[config.mk]
export PLATFORM = sky130hd
export DESIGN_NAME = alu_mc
export DESIGN_NICKNAME = d
export VERILOG_FILES = /design/src/rtl/alu_mc.sv
export SDC_FILE = /design/constraint.sdc
export NUM_CORES = 1
export LEC_CHECK = 0
export CAP_MARGIN = 20
export CORE_MARGIN = 10
export CORE_UTILIZATION = 60
export DETAILED_ROUTE_END_ITERATION = 10
export GPL_TIMING_DRIVEN = 0
export PLACE_DENSITY = 0.79
export SLEW_MARGIN = 20
export SYNTH_ARGS = -nofsm -noshare
export SYNTH_HDL_FRONTEND = slang
export SYNTH_SLANG_ARGS = --single-unit
[constraint.sdc]
create_clock -name clock -period 5.2 [get_ports clock]
set_clock_uncertainty 0.15 [all_clocks]
set_input_delay 1.04 -clock clock [delete_from_list [all_inputs] [get_ports clock]]
set_output_delay 1.04 -clock clock [all_outputs]
set_load 0.005 [all_outputs]
[src/rtl/alu_mc.sv]
// alu_mc: signed accumulator ALU with iterative MUL/DIV/MOD,
// start/busy/done handshake, clock enable and status flags.
module alu_mc #(
  parameter int DATA_WIDTH = 16
) (
  input  logic                  clock,
  input  logic                  reset,
  input  logic                  enable,
  input  logic                  start,
  input  logic [3:0]            cmd,
  input  logic [DATA_WIDTH-1:0] opperand,
  output logic [DATA_WIDTH-1:0] acc_out,
  output logic                  busy,
  output logic                  done,
  output logic                  zero,
  output logic                  neg,
  output logic                  carry,
  output logic                  ovf,
  output logic                  dz
);
  localparam int W  = DATA_WIDTH;
  localparam int CW = $clog2(W);
  localparam logic [CW-1:0] LAST = CW'(W - 1);
  localparam logic [W-1:0] SMIN = {1'b1, {(W-1){1'b0}}};

  localparam logic [1:0] S_IDLE = 2'd0;
  localparam logic [1:0] S_EXEC = 2'd1;
  localparam logic [1:0] S_FIX  = 2'd2;

  localparam logic [3:0] OP_ADD  = 4'h1;
  localparam logic [3:0] OP_SUB  = 4'h2;
  localparam logic [3:0] OP_MUL  = 4'h3;
  localparam logic [3:0] OP_DIV  = 4'h4;
  localparam logic [3:0] OP_MOD  = 4'h5;
  localparam logic [3:0] OP_LOAD = 4'h6;
  localparam logic [3:0] OP_CLR  = 4'h7;
  localparam logic [3:0] OP_AND  = 4'h8;
  localparam logic [3:0] OP_OR   = 4'h9;
  localparam logic [3:0] OP_XOR  = 4'hA;
  localparam logic [3:0] OP_NAND = 4'hB;
  localparam logic [3:0] OP_NOT  = 4'hC;

  logic [1:0]     state;
  logic [CW-1:0]  cnt;
  logic           op_mul;
  logic           op_mod;
  logic           sgn_a;
  logic           sgn_b;
  logic           div_wrap;
  logic [2*W-1:0] mcand;
  logic [2*W-1:0] prod;
  logic [W-1:0]   mplier;
  logic [W-1:0]   quo;
  logic [W-1:0]   rem;
  logic [W-1:0]   dvs;

  logic [W-1:0]   a_mag;
  logic [W-1:0]   b_mag;
  logic [W:0]     sum;
  logic [W:0]     diff;
  logic [W:0]     dshift;
  logic [W:0]     dtrial;
  logic [W-1:0]   sc_res;
  logic           sc_c;
  logic           sc_v;
  logic           sc_dz;
  logic           multi;
  logic [2*W-1:0] prod_s;
  logic [W-1:0]   quo_s;
  logic [W-1:0]   rem_s;
  logic [W-1:0]   fx_res;
  logic           mul_big;
  logic           accept;

  assign busy   = state != S_IDLE;
  assign accept = start && !busy;
  assign a_mag  = acc_out[W-1] ? -acc_out : acc_out;
  assign b_mag  = opperand[W-1] ? -opperand : opperand;
  assign sum    = {1'b0, acc_out} + {1'b0, opperand};
  assign diff   = {1'b0, acc_out} - {1'b0, opperand};

  always_comb begin
    sc_res = acc_out;
    sc_c   = 1'b0;
    sc_v   = 1'b0;
    sc_dz  = 1'b0;
    multi  = 1'b0;
    unique case (1'b1)
      cmd == OP_ADD: begin
        sc_res = sum[W-1:0];
        sc_c   = sum[W];
        sc_v   = (acc_out[W-1] == opperand[W-1]) &&
                 (sum[W-1] != acc_out[W-1]);
      end
      cmd == OP_SUB: begin
        sc_res = diff[W-1:0];
        sc_c   = diff[W];
        sc_v   = (acc_out[W-1] != opperand[W-1]) &&
                 (diff[W-1] != acc_out[W-1]);
      end
      cmd == OP_MUL: multi = 1'b1;
      cmd == OP_DIV, cmd == OP_MOD: begin
        sc_dz = opperand == '0;
        multi = opperand != '0;
      end
      cmd == OP_LOAD: sc_res = opperand;
      cmd == OP_CLR:  sc_res = '0;
      cmd == OP_AND:  sc_res = acc_out & opperand;
      cmd == OP_OR:   sc_res = acc_out | opperand;
      cmd == OP_XOR:  sc_res = acc_out ^ opperand;
      cmd == OP_NAND: sc_res = ~(acc_out & opperand);
      cmd == OP_NOT:  sc_res = ~acc_out;
      default: ;
    endcase
  end

  // restoring division step: borrow out means restore
  assign dshift  = {rem, quo[W-1]};
  assign dtrial  = dshift - {1'b0, dvs};
  assign prod_s  = (sgn_a ^ sgn_b) ? -prod : prod;
  assign mul_big = prod_s[2*W-1:W-1] != {(W+1){prod_s[W-1]}};
  assign quo_s   = (sgn_a ^ sgn_b) ? -quo : quo;
  assign rem_s   = sgn_a ? -rem : rem;
  assign fx_res  = op_mul ? prod_s[W-1:0] :
                   op_mod ? rem_s : quo_s;

  always_ff @(posedge clock) begin
    if (reset) begin
      state    <= S_IDLE;
      cnt      <= '0;
      acc_out  <= '0;
      done     <= 1'b0;
      zero     <= 1'b1;
      neg      <= 1'b0;
      carry    <= 1'b0;
      ovf      <= 1'b0;
      dz       <= 1'b0;
      op_mul   <= 1'b0;
      op_mod   <= 1'b0;
      sgn_a    <= 1'b0;
      sgn_b    <= 1'b0;
      div_wrap <= 1'b0;
      mcand    <= '0;
      prod     <= '0;
      mplier   <= '0;
      quo      <= '0;
      rem      <= '0;
      dvs      <= '0;
    end else if (enable) begin
      done <= 1'b0;
      case (state)
        S_IDLE: begin
          if (accept && multi) begin
            state    <= S_EXEC;
            cnt      <= '0;
            op_mul   <= cmd == OP_MUL;
            op_mod   <= cmd == OP_MOD;
            sgn_a    <= acc_out[W-1];
            sgn_b    <= opperand[W-1];
            div_wrap <= (cmd == OP_DIV) && (acc_out == SMIN) &&
                        (opperand == '1);
            mcand    <= {{W{1'b0}}, a_mag};
            mplier   <= b_mag;
            prod     <= '0;
            quo      <= a_mag;
            rem      <= '0;
            dvs      <= b_mag;
          end else if (accept) begin
            acc_out <= sc_res;
            zero    <= sc_res == '0;
            neg     <= sc_res[W-1];
            carry   <= sc_c;
            ovf     <= sc_v;
            dz      <= sc_dz;
            done    <= 1'b1;
          end
        end
        S_EXEC: begin
          if (mplier[0]) prod <= prod + mcand;
          mcand  <= mcand << 1;
          mplier <= mplier >> 1;
          if (dtrial[W]) begin
            rem <= dshift[W-1:0];
            quo <= {quo[W-2:0], 1'b0};
          end else begin
            rem <= dtrial[W-1:0];
            quo <= {quo[W-2:0], 1'b1};
          end
          cnt <= cnt + 1'b1;
          if (cnt == LAST) begin
            state <= S_FIX;
            cnt   <= '0;
          end
        end
        S_FIX: begin
          acc_out <= fx_res;
          zero    <= fx_res == '0;
          neg     <= fx_res[W-1];
          carry   <= op_mul && mul_big;
          ovf     <= (op_mul && mul_big) || div_wrap;
          dz      <= 1'b0;
          done    <= 1'b1;
          state   <= S_IDLE;
        end
        default: state <= S_IDLE;
      endcase
    end
  end
endmodule

==> results.cfg <==
[status]
status = finished, final reports clean

[routing]
drt_first_pass_iters = 5
viasPerCell = 6.79
drtIter0Drc = 2418
vias = 16100
wl_per_cell_um = 23.2
route.detailed.drc = 0
drtAntennaViolNets = 0
drt-total-wl_mm = 55.0

[global_route]
antenna_found_initial = 1
grt-ovfl-total = 0
grt_pass1_wl_mm = 84.8
first_global_vias = 14900
track_usage_pct = 34.7
grt_max_degree = 21

[worst_setup_path]
critPathTopFamily = compound AO/OA/AOI/OAI gates
rr_startpoint = acc_out[1]$_SDFFE_PP0P_
reg2reg_to = zero$_SDFFE_PP1P_
critical_path_class = primary input to register
cp.arrival_ns = 5.31
critPathMaxFanout = 9
critPathCaptureType = register
rrSetupSlack_ns = 0.78
startpoint_type = primary input
worst_path_max_delay_cell = clkdlybuf4s50_1
slowest_delay_ns = 0.67
ff2ff_path_depth = 12
worstPathRequired_ns = 5.41
path_cells = clkdlybuf4s50_1 -> ha_1 -> fa_1 -> a211oi_2 -> o21ai_0 -> a2111oi_0 -> nor3_1 -> a221oi_1 -> o21ai_0 -> nor2_1 -> nand4_1 -> or4_1 -> a41oi_1
critical_path_buf_inv_count = 1
cpMostUsedCell = o21ai_0

[cts]
path_clk_slew_ns = 0.08
cts_tree = yes
clk_latency_ns = 0.45
cts_buffers = 17
cts_sinks = 160
h-tree-depth = 4
ctsHoldBuffers = 0
clock_path_buffers = 2
cts_root_buf = clkbuf_16

[yosys]
synth_edf_count = 0
yosysTopAreaCell = dfxtp_1
synthFlopType = dfxtp_1
ys_ff_latch = 160
async_flop_share_pct = 0
synth.avg_cell_area_um2 = 7.24
synth_nets = 2106
yosys_warnings = 0
yosys-top-cells-area = dfxtp_1 (22%), ha_1 (8.9%), nand2_1 (7.0%)
synth_cells = 1976
synth.distinct_cells = 85
syn_area_um2 = 14300
ys_seq_area_share_pct = 22.4
synth_top_area_share_pct = 22.4

[power_and_ir_drop]
swShare_pct = 35.7
clkPwrFrac_pct = 39.4
pwr-share-comb_pct = 23.0
vdd_drop_max_uv = 195
p_switching_uw = 1220
p_int_uw = 2190
power.density_nw_per_um2 = 216
p_seq_share_pct = 37.6
power_leakage_uw = 0.00594

[flow_run]
drv_cap = 0

[floorplanning]
start_util_pct = 60.9
rows = 56
die_h_um = 174
io_pins = 47
dieWidth_um = 174
coreArea_um2 = 23500
die-area_um2 = 30400

[sta]
period_share_pct = 98.1
timing.setup.tns_ns = 0
finalSetupViolCount = 0
hold_viol_final = 0
slew_headroom_pct = 43.8
fmax_mhz = 196
whs_ns = 0.307
setup_ws_ns = 0.0967
rsz0062_at_grt = no
min_period_ns = 5.10
worst_slew_pin_slew_ns = 0.843
maxSlewViolCount = 0

[min_path]
hold_path.class = register to register
holdCritStartpoint = mplier[6]$_SDFFE_PP0P_
holdPathStages = 2
hold_end = mplier[6]$_SDFFE_PP0P_

[finish]
syn_to_final_growth_pct = 10.3
fin_cells = 2370
num_antenna_cells = 0
num-fill-cells = 2087
nets = 2168
drive_gt1_share_pct = 4.88
final_util_pct = 67.2

[place]
pre_cts_ws_ns = -0.360
place_hpwl_mm = 42.4
io_buffers = 44
place_inst = 2339
place_congestion = 1.05
==> metal layers <==
layer	up-vias	global-route usage (%)	wire length [um]
met1	7561	47.4	22700
met4	0	13.1	2190
met5	-	0	0
li1	7333	-	-
met3	169	9.34	7420
met2	1039	51.0	22700
==> worst min-delay path, delay by kind of cell (launching register included) <==
family	cells	cell delay [ns]
compound gates	1	0.05
simple gates	1	0.05
flops	1	0.31
==> area by class of cell <==
type	count	area [um2]	share of cell area [%]
plain buffers	128	527	3.34
flip-flops and latches	160	3200	20.3
repair buffers	44	440	2.79
inverters	94	353	2.24
well taps	319	399	2.53
multi-input cells	1593	10200	64.8
clock inverters	15	201	1.28
clock buffers	17	425	2.70
==> power groups by stage <==
stage                     registers (uW)  logic (uW)  clock network (uW)
after floorplan                     1300         510                   0
after CTS                           1280         751                1340
after global placement              1310         736                   0
final                               1280         785                1340
after global routing                1290         840                1380
after detailed placement            1310         747                   0
==> worst max-delay path by stage <==
stage | startpoint | to | cells after the start
finish | opperand[0] | zero$_SDFFE_PP1P_ | 13
global placement | opperand[0] | zero$_SDFFE_PP1P_ | 13
detailed placement | opperand[0] | zero$_SDFFE_PP1P_ | 13
CTS | opperand[0] | zero$_SDFFE_PP1P_ | 13
global route | opperand[0] | zero$_SDFFE_PP1P_ | 13
floorplan | opperand[0] | zero$_SDFFE_PP1P_ | 12
==> cell usage in the layout (no fill, tap or decap), types with 22 or more instances in the layout <==
cell	netlist	layout
a211oi_1	51	50
a21o_1	22	22
a21oi_1	179	179
a31oi_1	48	48
buf_2	22	22
clkbuf_1	91	90
clkdlybuf4s50_1	0	44
dfxtp_1	160	160
ha_1	102	102
inv_1	92	92
mux2i_1	26	26
nand2_1	266	266
nand2b_1	27	27
nand3_1	56	56
nor2_1	140	140
nor2b_1	24	24
nor3_1	55	55
o211ai_1	26	26
o21ai_0	126	125
xnor2_1	85	84
xor2_1	37	37
==> kinds of logic (layout without fill, tap and decap cells) <==
group                      Yosys count  in the layout  share of synthesized area, %
and+or+nand+nor                    688            688                          22.9
xor gates and xnor gates           122            122                          7.47
adders and majority gates          106            106                          9.48
DFF                                160            160                          22.4
muxes                               32             32                          2.29
buffers and inverters              223            298                          6.18
AOI/OAI and AO/OA                  645            645                          29.3
==> through the flow <==
| step | cell area, um2 | total power (uW) |
|---|---|---|
| 6_report | 15800 | 3410 |
| 3_5_place_dp | 15100 | 2060 |
| 4_1_cts | 15800 | 3370 |
| 5_1_grt | 15800 | 3510 |
| 2_1_floorplan | 14300 | 1810 |
| 3_3_place_gp | 15100 | 2050 |
==> what timing repair did <==
| action | 4_1_cts | 5_1_grt |
|---|---|---|
| setup endpoints to repair | 0 | 1 |
| resized for setup | 0 | 4 |
| hold endpoints to repair | 0 | 0 |
| buffers inserted | 0 | 0 |
==> sequential cells by signal, indices dropped and copies added, names as in the netlist, 2 cells and up <==
name,flops
acc_out,16
cnt,4
dvs,16
mcand,32
mplier,16
prod,32
quo,16
rem,16
state,2
==> synth_stat cells (all sizes together) (20+ instances only) <==
cell / count
nand2: 267
inv: 92
o211ai: 26
a21o: 22
o21ai: 127
nor3: 55
o31ai: 22
ha: 102
buf: 38
clkbuf: 91
a31oi: 48
nand4: 21
nand2b: 27
mux2i: 26
nand3: 56
a21oi: 179
xnor2: 85
dfxtp: 160
nor2: 143
nor4: 20
xor2: 37
nor2b: 24
a211oi: 51
No activity file was read; power rests on OpenSTA's default activity.
